[config.mk]
export PLATFORM = sky130hd
export DESIGN_NAME = mcpu_ctrl_fsm_flat
export DESIGN_NICKNAME = d
export VERILOG_FILES = /design/src/rtl/mcpu_pkg.sv /design/src/rtl/mcpu_ctrl_fsm_if.sv /design/src/rtl/mcpu_mem_wait.sv /design/src/rtl/mcpu_ctrl_fsm.sv /design/src/flat_wrapper.sv
export SDC_FILE = /design/constraint.sdc
export NUM_CORES = 1
export LEC_CHECK = 0
export BUFFER_PORTS_ARGS = -buffer_cell sky130_fd_sc_hd__buf_2
export CAP_MARGIN = 20
export CORE_UTILIZATION = 46
export CTS_CLUSTER_DIAMETER = 200
export DETAILED_ROUTE_END_ITERATION = 8
export PLACE_DENSITY_LB_ADDON = 0.12
export SYNTH_ARGS = -nofsm -noshare
export SYNTH_HDL_FRONTEND = slang
export SYNTH_SLANG_ARGS = --single-unit
[constraint.sdc]
create_clock -name clk -period 5.3 [get_ports clk]
set_clock_uncertainty 0.15 [all_clocks]
set_input_delay 0.795 -clock clk [delete_from_list [all_inputs] [get_ports clk]]
set_output_delay 0.795 -clock clk [all_outputs]
set_load 0.02 [all_outputs]
[src/rtl/mcpu_pkg.sv]
// Shared encodings for the MCPU multi-cycle control unit: FSM states,
// instruction fields, ALU commands and datapath mux select codes.
package mcpu_pkg;

   localparam logic [3:0] S_FETCH    = 4'd0;
   localparam logic [3:0] S_DECODE   = 4'd1;
   localparam logic [3:0] S_EXEC_R   = 4'd2;
   localparam logic [3:0] S_EXEC_I   = 4'd3;
   localparam logic [3:0] S_MEM_ADDR = 4'd4;
   localparam logic [3:0] S_MEM_RD   = 4'd5;
   localparam logic [3:0] S_MEM_WR   = 4'd6;
   localparam logic [3:0] S_WB_ALU   = 4'd7;
   localparam logic [3:0] S_WB_MEM   = 4'd8;
   localparam logic [3:0] S_BRANCH   = 4'd9;
   localparam logic [3:0] S_JUMP     = 4'd10;
   localparam logic [3:0] S_JAL_LINK = 4'd11;
   localparam logic [3:0] S_JR       = 4'd12;
   localparam logic [3:0] S_TRAP     = 4'd13;

   localparam logic [5:0] OP_RTYPE = 6'h00;
   localparam logic [5:0] OP_J     = 6'h02;
   localparam logic [5:0] OP_JAL   = 6'h03;
   localparam logic [5:0] OP_BEQ   = 6'h04;
   localparam logic [5:0] OP_BNE   = 6'h05;
   localparam logic [5:0] OP_ADDI  = 6'h08;
   localparam logic [5:0] OP_XORI  = 6'h0E;
   localparam logic [5:0] OP_LW    = 6'h23;
   localparam logic [5:0] OP_SW    = 6'h2B;

   localparam logic [5:0] FN_JR  = 6'h08;
   localparam logic [5:0] FN_ADD = 6'h20;
   localparam logic [5:0] FN_SUB = 6'h22;
   localparam logic [5:0] FN_SLT = 6'h2A;

   localparam int ALU_ADD = 0;
   localparam int ALU_SUB = 1;
   localparam int ALU_XOR = 2;
   localparam int ALU_SLT = 3;

   localparam logic [1:0] RD_RD  = 2'd0;
   localparam logic [1:0] RD_RT  = 2'd1;
   localparam logic [1:0] RD_R31 = 2'd2;

   localparam logic [1:0] MT_ALUOUT = 2'd0;
   localparam logic [1:0] MT_MDR    = 2'd1;
   localparam logic [1:0] MT_PC     = 2'd2;

   localparam logic [1:0] SB_B       = 2'd0;
   localparam logic [1:0] SB_FOUR    = 2'd1;
   localparam logic [1:0] SB_IMM     = 2'd2;
   localparam logic [1:0] SB_IMM_SH2 = 2'd3;

   localparam logic [1:0] PC_ALU    = 2'd0;
   localparam logic [1:0] PC_ALUOUT = 2'd1;
   localparam logic [1:0] PC_JUMP   = 2'd2;
   localparam logic [1:0] PC_A      = 2'd3;

   localparam logic [1:0] TC_NONE    = 2'd0;
   localparam logic [1:0] TC_ILLEGAL = 2'd1;
   localparam logic [1:0] TC_TIMEOUT = 2'd2;

   // States that own an outstanding memory request and obey the wait/timeout rule.
   function automatic logic is_mem_state(input logic [3:0] s);
      return (s == S_FETCH) || (s == S_MEM_RD) || (s == S_MEM_WR);
   endfunction

endpackage

[src/rtl/mcpu_ctrl_fsm_if.sv]
// Memory request/ready handshake between the MCPU control unit and memory.
interface mcpu_ctrl_fsm_if;
   logic mem_req;
   logic mem_we;
   logic iord;
   logic mem_ready;

   modport master (output mem_req, output mem_we, output iord, input mem_ready);
   modport slave  (input mem_req, input mem_we, input iord, output mem_ready);
endinterface

[src/rtl/mcpu_mem_wait.sv]
// Wait-state counter for one memory access; flags the ready-low cycle that
// would bring the count to MEM_TIMEOUT so the FSM can trap on that edge.
module mcpu_mem_wait #(
   parameter int MEM_TIMEOUT = 15
) (
   input  logic clk,
   input  logic reset,
   input  logic clear,
   input  logic count,
   output logic timeout
);

   logic [7:0] wait_cnt;

   // Count consecutive ready-low cycles; restart when the access completes or none is pending.
   always_ff @(posedge clk or negedge reset) begin
      if (!reset)
         wait_cnt <= '0;
      else if (clear)
         wait_cnt <= '0;
      else if (count)
         wait_cnt <= wait_cnt + 8'd1;
   end

   assign timeout = count && (wait_cnt == 8'(MEM_TIMEOUT - 1));

endmodule

[src/rtl/mcpu_ctrl_fsm.sv]
// MCPU multi-cycle control unit: sequences fetch/decode/execute/memory/writeback,
// drives all datapath enables and selects, traps on illegal opcodes and bus
// timeouts, and keeps cycle and retired-instruction counters.
module mcpu_ctrl_fsm
   import mcpu_pkg::*;
#(
   parameter int ALUOP_W     = 3,
   parameter int MEM_TIMEOUT = 15,
   parameter int CNT_W       = 32,
   parameter int ENABLE_JAL  = 1
) (
   input  logic               clk,
   input  logic               reset,
   mcpu_ctrl_fsm_if.master    bus,
   input  logic [5:0]         opcode,
   input  logic [5:0]         funct,
   input  logic               zero,
   output logic               pc_we,
   output logic               ir_we,
   output logic               a_we,
   output logic               b_we,
   output logic               mdr_we,
   output logic               aluout_we,
   output logic               reg_we,
   output logic [1:0]         regdst,
   output logic [1:0]         memtoreg,
   output logic               alusrca,
   output logic [1:0]         alusrcb,
   output logic [ALUOP_W-1:0] aluop,
   output logic [1:0]         pcsrc,
   output logic [3:0]         state,
   output logic               halted,
   output logic [1:0]         trap_cause,
   output logic [CNT_W-1:0]   cycle_cnt,
   output logic [CNT_W-1:0]   instr_cnt
);

   localparam logic [ALUOP_W-1:0] CMD_ADD = ALUOP_W'(ALU_ADD);
   localparam logic [ALUOP_W-1:0] CMD_SUB = ALUOP_W'(ALU_SUB);
   localparam logic [ALUOP_W-1:0] CMD_XOR = ALUOP_W'(ALU_XOR);
   localparam logic [ALUOP_W-1:0] CMD_SLT = ALUOP_W'(ALU_SLT);
   localparam bit JAL_ON = (ENABLE_JAL != 0);

   logic [3:0]       state_q, state_d;
   logic [1:0]       cause_q, cause_d;
   logic [CNT_W-1:0] cycle_q, instr_q;
   logic             stall, wait_to, illegal;
   logic             req, req_we, req_data;

   // A pending access with no ready this cycle is a wait state.
   assign stall = is_mem_state(state_q) && !bus.mem_ready;

   mcpu_mem_wait #(.MEM_TIMEOUT(MEM_TIMEOUT)) u_wait (
      .clk     (clk),
      .reset   (reset),
      .clear   (!stall),
      .count   (stall),
      .timeout (wait_to)
   );

   // Next-state and trap-cause selection; undecodable instructions funnel into one illegal flag.
   always_comb begin
      state_d = state_q;
      cause_d = TC_NONE;
      illegal = 1'b0;
      case (state_q)
         S_FETCH: begin
            if (bus.mem_ready)  state_d = S_DECODE;
            else if (wait_to) begin state_d = S_TRAP; cause_d = TC_TIMEOUT; end
         end
         S_DECODE: begin
            case (opcode)
               OP_RTYPE: begin
                  case (funct)
                     FN_ADD, FN_SUB, FN_SLT: state_d = S_EXEC_R;
                     FN_JR:   if (JAL_ON) state_d = S_JR; else illegal = 1'b1;
                     default: illegal = 1'b1;
                  endcase
               end
               OP_LW, OP_SW:     state_d = S_MEM_ADDR;
               OP_ADDI, OP_XORI: state_d = S_EXEC_I;
               OP_BEQ, OP_BNE:   state_d = S_BRANCH;
               OP_J:             state_d = S_JUMP;
               OP_JAL:  if (JAL_ON) state_d = S_JAL_LINK; else illegal = 1'b1;
               default: illegal = 1'b1;
            endcase
            if (illegal) begin state_d = S_TRAP; cause_d = TC_ILLEGAL; end
         end
         S_EXEC_R, S_EXEC_I: state_d = S_WB_ALU;
         S_MEM_ADDR: state_d = (opcode == OP_LW) ? S_MEM_RD : S_MEM_WR;
         S_MEM_RD: begin
            if (bus.mem_ready)  state_d = S_WB_MEM;
            else if (wait_to) begin state_d = S_TRAP; cause_d = TC_TIMEOUT; end
         end
         S_MEM_WR: begin
            if (bus.mem_ready)  state_d = S_FETCH;
            else if (wait_to) begin state_d = S_TRAP; cause_d = TC_TIMEOUT; end
         end
         S_WB_ALU, S_WB_MEM, S_BRANCH, S_JUMP, S_JAL_LINK, S_JR: state_d = S_FETCH;
         S_TRAP:  state_d = S_TRAP;
         default: state_d = S_FETCH;
      endcase
   end

   // State, trap cause (latched on entry, so the first cause wins) and perf counters.
   always_ff @(posedge clk or negedge reset) begin
      if (!reset) begin
         state_q <= S_FETCH;
         cause_q <= TC_NONE;
         cycle_q <= '0;
         instr_q <= '0;
      end else begin
         state_q <= state_d;
         if (state_q != S_TRAP && state_d == S_TRAP) cause_q <= cause_d;
         if (state_q != S_TRAP) cycle_q <= cycle_q + CNT_W'(1);
         if (state_q != S_FETCH && state_d == S_FETCH) instr_q <= instr_q + CNT_W'(1);
      end
   end

   // Datapath controls per state; everything is forced low while reset is held.
   always_comb begin
      req = 1'b0;  req_we = 1'b0;  req_data = 1'b0;
      pc_we = 1'b0;  ir_we = 1'b0;  a_we = 1'b0;  b_we = 1'b0;
      mdr_we = 1'b0;  aluout_we = 1'b0;  reg_we = 1'b0;
      regdst = RD_RD;  memtoreg = MT_ALUOUT;  alusrca = 1'b0;
      alusrcb = SB_B;  aluop = CMD_ADD;  pcsrc = PC_ALU;
      if (reset) begin
         case (state_q)
            S_FETCH: begin
               req = 1'b1;  alusrcb = SB_FOUR;
               ir_we = bus.mem_ready;  pc_we = bus.mem_ready;
            end
            S_DECODE: begin
               a_we = 1'b1;  b_we = 1'b1;  aluout_we = 1'b1;  alusrcb = SB_IMM_SH2;
            end
            S_EXEC_R: begin
               alusrca = 1'b1;  aluout_we = 1'b1;
               case (funct)
                  FN_SUB:  aluop = CMD_SUB;
                  FN_SLT:  aluop = CMD_SLT;
                  default: aluop = CMD_ADD;
               endcase
            end
            S_EXEC_I: begin
               alusrca = 1'b1;  alusrcb = SB_IMM;  aluout_we = 1'b1;
               aluop = (opcode == OP_XORI) ? CMD_XOR : CMD_ADD;
            end
            S_MEM_ADDR: begin
               alusrca = 1'b1;  alusrcb = SB_IMM;  aluout_we = 1'b1;
            end
            S_MEM_RD: begin
               req = 1'b1;  req_data = 1'b1;  mdr_we = bus.mem_ready;
            end
            S_MEM_WR: begin
               req = 1'b1;  req_we = 1'b1;  req_data = 1'b1;
            end
            S_WB_ALU: begin
               reg_we = 1'b1;  regdst = (opcode == OP_RTYPE) ? RD_RD : RD_RT;
            end
            S_WB_MEM: begin
               reg_we = 1'b1;  regdst = RD_RT;  memtoreg = MT_MDR;
            end
            S_BRANCH: begin
               alusrca = 1'b1;  aluop = CMD_SUB;  pcsrc = PC_ALUOUT;
               pc_we = (opcode == OP_BEQ) ? zero : !zero;
            end
            S_JUMP: begin
               pcsrc = PC_JUMP;  pc_we = 1'b1;
            end
            S_JAL_LINK: begin
               reg_we = 1'b1;  regdst = RD_R31;  memtoreg = MT_PC;
               pcsrc = PC_JUMP;  pc_we = 1'b1;
            end
            S_JR: begin
               pcsrc = PC_A;  pc_we = 1'b1;
            end
            default: ;
         endcase
      end
   end

   assign bus.mem_req  = req;
   assign bus.mem_we   = req_we;
   assign bus.iord     = req_data;
   assign state        = state_q;
   assign halted       = (state_q == S_TRAP);
   assign trap_cause   = cause_q;
   assign cycle_cnt    = cycle_q;
   assign instr_cnt    = instr_q;

endmodule

[src/flat_wrapper.sv]
// flat-port wrapper written by rule: the top's interface ports become plain ports
module mcpu_ctrl_fsm_flat import mcpu_pkg::*;
#(
   parameter int ALUOP_W     = 3,
   parameter int MEM_TIMEOUT = 15,
   parameter int CNT_W       = 32,
   parameter int ENABLE_JAL  = 1
)
  (clk, reset, opcode, funct, zero, pc_we, ir_we, a_we, b_we, mdr_we, aluout_we, reg_we, regdst, memtoreg, alusrca, alusrcb, aluop, pcsrc, state, halted, trap_cause, cycle_cnt, instr_cnt, bus_mem_req, bus_mem_we, bus_iord, bus_mem_ready);
  mcpu_ctrl_fsm_if bus_i ();
  input  logic clk;
  input  logic reset;
  input  logic [5:0] opcode;
  input  logic [5:0] funct;
  input  logic zero;
  output logic pc_we;
  output logic ir_we;
  output logic a_we;
  output logic b_we;
  output logic mdr_we;
  output logic aluout_we;
  output logic reg_we;
  output logic [1:0] regdst;
  output logic [1:0] memtoreg;
  output logic alusrca;
  output logic [1:0] alusrcb;
  output logic [ALUOP_W-1:0] aluop;
  output logic [1:0] pcsrc;
  output logic [3:0] state;
  output logic halted;
  output logic [1:0] trap_cause;
  output logic [CNT_W-1:0] cycle_cnt;
  output logic [CNT_W-1:0] instr_cnt;
  output wire logic [$bits(bus_i.mem_req)-1:0] bus_mem_req;
  output wire logic [$bits(bus_i.mem_we)-1:0] bus_mem_we;
  output wire logic [$bits(bus_i.iord)-1:0] bus_iord;
  input wire logic [$bits(bus_i.mem_ready)-1:0] bus_mem_ready;
  assign bus_mem_req = bus_i.mem_req;
  assign bus_mem_we = bus_i.mem_we;
  assign bus_iord = bus_i.iord;
  assign bus_i.mem_ready = bus_mem_ready;
  mcpu_ctrl_fsm #(.ALUOP_W(ALUOP_W), .MEM_TIMEOUT(MEM_TIMEOUT), .CNT_W(CNT_W), .ENABLE_JAL(ENABLE_JAL)) u_core (.clk(clk), .reset(reset), .bus(bus_i), .opcode(opcode), .funct(funct), .zero(zero), .pc_we(pc_we), .ir_we(ir_we), .a_we(a_we), .b_we(b_we), .mdr_we(mdr_we), .aluout_we(aluout_we), .reg_we(reg_we), .regdst(regdst), .memtoreg(memtoreg), .alusrca(alusrca), .alusrcb(alusrcb), .aluop(aluop), .pcsrc(pcsrc), .state(state), .halted(halted), .trap_cause(trap_cause), .cycle_cnt(cycle_cnt), .instr_cnt(instr_cnt));
endmodule
After elaboration in Yosys (flattened, before gate mapping)
Cells that the tools add are included.
- register bits after elaboration: 78
- output and inout bits: 93
- input port bits: 16
- $add $sub $neg: 3
- reduce and logical (&&, ||, !) cells: 27
- eq/ne operators: 28
- mux-type cells: 51
- operators with widths (cell ; count):
    adder 32 x 1 -> 32 bit, second input constant ; 2
    equality test 6 bit, second input constant ; 5
    equality test 4 bit, second input constant ; 7
    case mux 4 bit (7 select lines) ; 1
    two-way mux 1 bit ; 24
    case mux 4 bit (6 select lines) ; 1
    two-way mux 4 bit ; 5
    equality test 6 x 4 -> 1 bit, second input constant ; 3
    case mux 2 bit (3 select lines) ; 3
    equality test 4 x 3 -> 1 bit, second input constant ; 4
    two-way mux 2 bit ; 8
    OR reduction 2 bit ; 7
    equality test 6 x 2 -> 1 bit, second input constant ; 2
    equality test 6 x 3 -> 1 bit, second input constant ; 2
    case mux 2 bit (2 select lines) ; 3
    OR reduction 3 bit ; 4
    OR reduction 4 bit ; 3
    case mux 3 bit (3 select lines) ; 1
    adder 8 x 1 -> 8 bit, second input constant ; 1
    equality test 4 x 2 -> 1 bit, second input constant ; 2
    equality test 8 x 4 -> 1 bit, second input constant ; 1
    logical NOT 4 bit ; 2
    two-way mux 8 bit ; 1
    case mux 4 bit (2 select lines) ; 1
    11 further kinds ; 16

Depth between registers and ports, before layout
Gate-level depths: netlist of the first run.
- word-level depth: 10
- depth in mapped cells: 10

Modules after synthesis
A second synthesis of the first run with hierarchy kept.
- cell total of the unflattened synthesis: 471
- area total of the unflattened synthesis: 4400.5 um2
- by module, submodules not included (module ; area an instance (um2) ; cells each ; sequential area each (um2) ; times used):
    mcpu_ctrl_fsm ; 3990.1 ; 430 ; 1751.7 ; 1
    mcpu_mem_wait ; 410.4 ; 41 ; 200.2 ; 1

Worst setup path before layout of the first run
OpenSTA, ideal clock, no wires.
- path type: input -> output
- from: input port funct[0]
- to: output port aluop[1]
- data arrival time: 2.219 ns
- cell stages on the path: 4
- setup slack: 2.136 ns
- path buffers: 0
- required time: 4.355 ns
- path through: nor4b_1 and3b_1 a32oi_1 nor4b_1
- cells in the longest elaborated chain, start to end: 4
- elaborated cells on any way between the ends: 5
- ends and longest elaborated chain (element ; line ; RTL):
    start: declaration ; flat_wrapper.sv:14 ; input logic [5:0] funct;
    equality test 6 bit ; mcpu_ctrl_fsm.sv:138 ; case (funct)
    case mux 2 bit (2 select lines) * ; mcpu_ctrl_fsm.sv:138 ;
    case mux 3 bit (3 select lines) * ; mcpu_ctrl_fsm.sv:128 ; case (state_q)
    two-way mux 3 bit * ; mcpu_ctrl_fsm.sv:127 ; if (reset) begin
    end: declaration ; flat_wrapper.sv:27 ; output logic [ALUOP_W-1:0] aluop;
Every way passes the cells marked *; elsewhere a longest branch is shown, timed or not.

Final worst setup path of the first run
- from: register u_core.state_q[0], in the netlist u_core.state[0]
- to: register u_core.cause_q[0], in the netlist u_core.trap_cause[0]
- cells in the longest elaborated chain, start to end: 10
- elaborated cells on any way between the ends: 26
- ends and longest elaborated chain (element ; line ; RTL):
    start: declaration ; mcpu_ctrl_fsm.sv:44 ; logic [3:0] state_q, state_d;
    start signal: assignment ; mcpu_ctrl_fsm.sv:113 ; state_q <= state_d;
    equality test 4 x 3 -> 1 bit or logical NOT 4 bit (tied branches) ; mcpu_pkg.sv:64, mcpu_ctrl_fsm.sv:66 ;
    logical OR 1 bit (2 in series) ; mcpu_pkg.sv:64 ; return (s == S_FETCH) || (s == S_MEM_RD) || (s == S_MEM_WR);
    logical AND 1 bit ; mcpu_ctrl_fsm.sv:51 ; assign stall = is_mem_state(state_q) && !bus.mem_ready;
    logical AND 1 bit ; mcpu_mem_wait.sv:25 ; assign timeout = count && (wait_cnt == 8'(MEM_TIMEOUT - 1));
    two-way mux 4 bit ; mcpu_ctrl_fsm.sv:69, mcpu_ctrl_fsm.sv:93, mcpu_ctrl_fsm.sv:97 ;
    two-way mux 4 bit, on equally long branches ; mcpu_ctrl_fsm.sv:96, mcpu_ctrl_fsm.sv:68, mcpu_ctrl_fsm.sv:92 ;
    case mux 4 bit (7 select lines) ; mcpu_ctrl_fsm.sv:66 ; case (state_q)
    equality test 4 bit ; mcpu_ctrl_fsm.sv:114 ; if (state_q != S_TRAP && state_d == S_TRAP) cause_q <= cause_d;
    logical AND 1 bit ; mcpu_ctrl_fsm.sv:114 ;
    end signal: assignment ; mcpu_ctrl_fsm.sv:114 ;
    end: declaration ; mcpu_ctrl_fsm.sv:45 ; logic [1:0] cause_q, cause_d;
Several ways; a longest one is shown, not always the timed one.
A chain may end at the register's enable or synchronous reset.

==> results of run 1 <==
## cells in the final DEF (no fill, tap or decap), drive strengths merged, types with 3 or more instances in the layout
cell type	n
nand4	32
nor3	19
dfrtp	78
o22ai	3
and3	19
nor4b	3
o21ai	6
xor2	47
ha	4
nand3	27
nand2b	11
a21oi	12
or2	3
inv	7
buf	113
nor2b	6
and2	7
nor4	33
clkbuf	11
or3	4
nor2	34
nand2	38
and4	3
xnor2	26
## per-layer routing
| layer | wire length, um | track usage |
|---|---|---|
| met4 | 129 | 0.0726 |
| met2 | 5360 | 0.339 |
| met1 | 5100 | 0.294 |
| met5 | 0 | 0 |
| met3 | 465 | 0.0353 |
## through the flow
| stage | util | area, um^2 | total power [W] | std cells | setup WS (ns) |
|---|---|---|---|---|---|
| global placement | 0.530 | 5200 | 0.00187 | 693 | 1.61 |
| CTS | 0.549 | 5390 | 0.00235 | 708 | 1.69 |
| finish | 0.554 | 5440 | 0.00234 | 710 | 1.74 |
| global route | 0.554 | 5440 | 0.00250 | 710 | 1.48 |
| floorplan | - | 4690 | 0.00170 | 481 | 2.14 |
| detailed placement | 0.530 | 5200 | 0.00190 | 693 | 1.51 |
## cell type report
class | count | area (um^2)
Fill cell | 926 | 4380
Inverter | 7 | 26.3
Clock inverter | 4 | 47.5
Multi-Input combinational cell | 364 | 2490
Tap cell | 133 | 166
Timing Repair Buffer | 113 | 611
Clock buffer | 11 | 141
Sequential cell | 78 | 1950
## critical path, delay by kind of cell, from the launching register on
| kind | cells | cell delay [ns] |
|---|---|---|
| DFF | 1 | 0.82 |
| AOI/OAI and AO/OA | 2 | 0.40 |
| and+or+nand+nor | 5 | 1.67 |
| buffers and inverters | 1 | 0.42 |
## flip-flops by register name (all words and copies together) (netlist names)
signal,cells
u_core.trap_cause,2
u_core.cycle_cnt,32
u_core.instr_cnt,32
u_core.u_wait.wait_cnt,8
u_core.state,4
## power breakdown
part / total, W / internal (W) / switching [W]
clock: 0.000439 / 0.000227 / 0.000212
combinational: 0.00108 / 0.000322 / 0.000762
sequential: 0.000821 / 0.000666 / 0.000156
total: 0.00234 / 0.00121 / 0.00113
## worst min path at each step
| stage | from | slack (ns) | to |
|---|---|---|---|
| global placement | u_core.instr_cnt[31] | 0.30 | u_core.instr_cnt[31] |
| CTS | u_core.cycle_cnt[31] | 0.32 | u_core.cycle_cnt[31] |
| finish | reset | 0.27 | u_core.cycle_cnt[6] |
| global route | reset | 0.26 | u_core.cycle_cnt[10] |
| detailed placement | u_core.cycle_cnt[31] | 0.31 | u_core.cycle_cnt[31] |
| floorplan | u_core.u_wait.wait_cnt[0] | 0.32 | u_core.u_wait.wait_cnt[0] |
## kinds of logic after synthesis
logic type,after synthesis,share of synthesized area
and+or+nand+nor,249,0.329
muxes,2,0.00453
adders and majority gates,4,0.0107
AOI/OAI and AO/OA,35,0.0483
other,1,0.000799
buffers and inverters,39,0.0549
DFF,78,0.416
xor gates and xnor gates,73,0.136
==> metrics.cfg, run 1 <==
[die]
dieArea_mm2 = 0.0106
die_h_um = 103
die_w_um = 103
num_rows = 36
core_mm2 = 0.00982
num_io_pins = 109
initial_core_util = 0.478

[job]
cap_violations = 0

[detailed_routing]
routed_wl_um = 11100
drc_errors = 0
route.vias.total = 3928
avgViaCountPerCell = 5.53
dr.pass1.iters = 4
drt_iter0_markers = 220
wl_per_cell_um = 15.6
antenna_left = 0

[global_route]
grt_start_max_net_pins = 80
grt_use_total = 0.213
overflow = 0
first_global_vias = 3597
grt_pass1_wl_um = 17600
grt_antenna_before_repair = 0

[placement]
place.gp.congestion = 0.827
portBuffers = 107
dp_hpwl_um = 7600

[power]
p_per_area_mw_per_mm2 = 431
p_leak_nw = 2.72
ir_drop_v = 0.000327

[cells_and_area]
fin_nets = 593
diodes = 0
drive_gt1_frac = 0.279
area_delta_synth_final_pct = 15.8

[critical_path]
rr_worst_depth = 8
rr_endpoint = u_core.trap_cause[0]
worst_ep_required_time_ns = 5.38
cp_slowest_cell = dfrtp_1
startpoint_type = flip-flop
r2r_start = u_core.state[0]
cpPeakStageDelay_ns = 0.82
endpoint = u_core.trap_cause[0]
critPathArrivalTime_ns = 3.64
path_class = reg -> reg
cp-end-kind = flip-flop
crit_fanout = 24
r2r_slack_ns = 1.74
crit_start = u_core.state[0]
crit_chain = nand2b_1 -> nor3_1 -> nand2_1 -> a21oi_1 -> or4_1 -> buf_4 -> nand4_1 -> a21o_1

[yosys]
syn_inst = 481
synthFlopType = dfrtp_1
avgSynthCellArea_um2 = 9.76
synth.yosys.seq_area_share = 0.416
synthArstFlopShare = 1.00
synth_seq_cells = 78
syn-cell-area_mm2 = 0.00469
synth_top_area_cell = dfrtp_1
synth_top_area_share = 0.416
synth_commonest_cells = dfrtp_1, xor2_1, nand2_1, nor2_1, nand4_1
synth_area_leaders = dfrtp_1, xor2_1, nor4_2
yosysUniqueCellTypes = 56
ys_warn_count = 0
synth_fp_nets = 501
synth_edf_count = 0
yosysMostFrequentCell = dfrtp_1

[sta]
setup_violations = 0
post-route-period-util = 0.672
fin_crit_ns = 3.56
drv_slew = 0
hold_viol_final = 0
slew_headroom = 0.430
worst_pin_slew_ns = 0.855
rsz0062_at_grt = no
finalSetupTns_ns = 0
fmax_ghz = 0.281
timing.hold.ws_ns = 0.270

[min_path]
hp-class = in -> async

[clock_tree]
htreeDepth = 3
post-cts-setup-buffers = 0
cts_buffers = 9
clock_path_buffers = 2
path_clk_slew_ns = 0.09
cts_tree = built
cts_resized = 0
clock-sinks = 78
clk_latency_ns = 0.35
clockRootBuffer = clkbuf_8
holdBufCountCts = 0

[status]
status = complete, no violations

(Power assumes the default switching activity.)
==> run 2: changes to the inputs <==
- clock period: 5.3 -> 2.9 ns (I/O delays scaled with it)
==> metrics.cfg, run 2 (same netlist as run 1, synthesis figures left out) <==
[status]
status = complete, no violations

[critical_path]
rr_worst_depth = 9  ; +1
endpoint = u_core.instr_cnt[1]
r2r_start = u_core.u_wait.wait_cnt[0]
crit_start = u_core.u_wait.wait_cnt[0]
cp_slowest_cell = or4_1
critPathArrivalTime_ns = 2.78  ; -0.86 ns
crit_cells = 9  ; +1
startpoint_type = flip-flop
crit_fanout = 10  ; -58%
worst_ep_required_time_ns = 2.97  ; -2.41 ns
r2r_slack_ns = 0.19  ; -1.55 ns
rr_endpoint = u_core.instr_cnt[1]
cp-end-kind = flip-flop
crit_chain = inv_1 -> ha_1 -> and4b_1 -> mux2i_1 -> nor4_1 -> or4_1 -> buf_4 -> nor3_2 -> mux2_2
path_class = reg -> reg
cp_top_family = simple AND/OR/NAND/NOR gates
cpPeakStageDelay_ns = 0.55  ; -0.27 ns
path_buf_inv = 2  ; +1

[detailed_routing]
wl_per_cell_um = 14.9  ; -4.1%
dr.pass1.iters = 4  ; unchanged
drc_errors = 0  ; unchanged
route.vias.total = 3996  ; +1.7%
avgViaCountPerCell = 5.47  ; -1.1%
drt_iter0_markers = 241  ; +9.5%
routed_wl_um = 10900  ; -1.4%
antenna_left = 0  ; unchanged

[die]
dieArea_mm2 = 0.0106  ; unchanged
die_h_um = 103  ; unchanged
initial_core_util = 0.478  ; unchanged
num_io_pins = 109  ; unchanged
num_rows = 36  ; unchanged
core_mm2 = 0.00982  ; unchanged
die_w_um = 103  ; unchanged

[sta]
drv_slew = 0  ; unchanged
worst_pin_slew_ns = 0.815  ; -0.0397 ns
rsz0062_at_grt = no
finalSetupTns_ns = 0  ; unchanged
hold_viol_final = 0  ; unchanged
fin_crit_ns = 2.71  ; -0.850 ns
setup_violations = 0  ; unchanged
post-route-period-util = 0.935  ; +0.263
fmax_ghz = 0.369  ; +31%
slew_headroom = 0.457  ; +0.0265

[global_route]
grt_use_total = 0.213  ; +0.000302
first_global_vias = 3686  ; +2.5%
overflow = 0  ; unchanged
grt_start_max_net_pins = 67  ; -16%
grt_antenna_before_repair = 0  ; unchanged
grt_pass1_wl_um = 17900  ; +1.5%

[clock_tree]
clockRootBuffer = clkbuf_8
htreeDepth = 3  ; unchanged
path_clk_slew_ns = 0.08  ; about the same
clk_latency_ns = 0.34  ; about the same
clock-sinks = 78  ; unchanged
clock_path_buffers = 2  ; unchanged
cts_resized = 0  ; unchanged
cts_buffers = 9  ; unchanged
cts_tree = built

[placement]
dp_hpwl_um = 7830  ; +3.1%
place.gp.congestion = 0.820  ; -0.82%
portBuffers = 107  ; unchanged

[cells_and_area]
fin_nets = 613  ; +3.4%
final_common_cell = buf_2
diodes = 0  ; unchanged
area_delta_synth_final_pct = 18.9
drive_gt1_frac = 0.303  ; +0.0242
mostFrequentLayoutCells = buf_2, dfrtp_1, xor2_1, nand2_1, nor2_1
fin_util = 0.568  ; +0.0148

[power]
p_leak_nw = 2.81  ; +3.4%
ir_drop_v = 0.000730  ; +120%
p_per_area_mw_per_mm2 = 799  ; +85%

[min_path]
hp-class = reg -> reg

[job]
cap_violations = 0  ; unchanged

run 2: repair_timing:
| action | 4_1_cts | 5_1_grt |
|---|---|---|
| hold endpoints to repair | 12 | 0 |
| endpoints found under the setup margin | 0 | 2 |
| hold buffers | 1 | 0 |
| buffers inserted | 0 | 1 |
run 2: layer usage:
metal | up-vias | track usage | share of wire | routed length, um
li1 | 1929 | - | - | -
met4 | 0 | 0.0585 | 0.011 | 115
met5 | - | 0 | 0 | 0
met3 | 13 | 0.0386 | 0.042 | 454
met2 | 99 | 0.347 | 0.47 | 5150
met1 | 1955 | 0.291 | 0.48 | 5180
run 2: worst min path at each step:
| stage | startpoint | end | slack (ns) | cells after the start |
|---|---|---|---|---|
| 6_report | u_core.cycle_cnt[31] | u_core.cycle_cnt[31] | 0.31 | 1 |
| 5_1_grt | u_core.cycle_cnt[31] | u_core.cycle_cnt[31] | 0.34 | 1 |
| 4_1_cts | u_core.cycle_cnt[31] | u_core.cycle_cnt[31] | 0.32 | 1 |
| 3_5_place_dp | reset | u_core.state[1] | 0.18 | 1 |
| 3_3_place_gp | reset | u_core.state[1] | 0.18 | 1 |
| 2_1_floorplan | reset | u_core.cycle_cnt[0] | -0.01 | 0 |
run 2: area by class of cell:
class,instances,area (um^2)
fill,924,4240
clock inverter,5,58.8
tap,133,166
clock buffer,10,138
inverter,7,26.3
timing repair buffer,133,748
sequential,78,1950
multi-input combinational,364,2490
run 2: stage by stage:
step / total power (W) / hold slack [ns] / setup slack, ns / instances / area, um^2
6_report: 0.00446 / 0.313 / 0.190 / 730 / 5580
5_1_grt: 0.00474 / 0.336 / 0.00268 / 730 / 5580
4_1_cts: 0.00447 / 0.320 / 0.185 / 729 / 5570
3_5_place_dp: 0.00364 / 0.179 / 0.0556 / 713 / 5370
3_3_place_gp: 0.00361 / 0.176 / 0.101 / 713 / 5370
2_1_floorplan: 0.00311 / -0.0106 / 0.217 / 481 / 4690
run 2: power breakdown:
part / internal, W / total [W] / switching [W]
combinational: 0.000730 / 0.00223 / 0.00150
sequential: 0.00122 / 0.00141 / 0.000194
clock: 0.000418 / 0.000813 / 0.000395
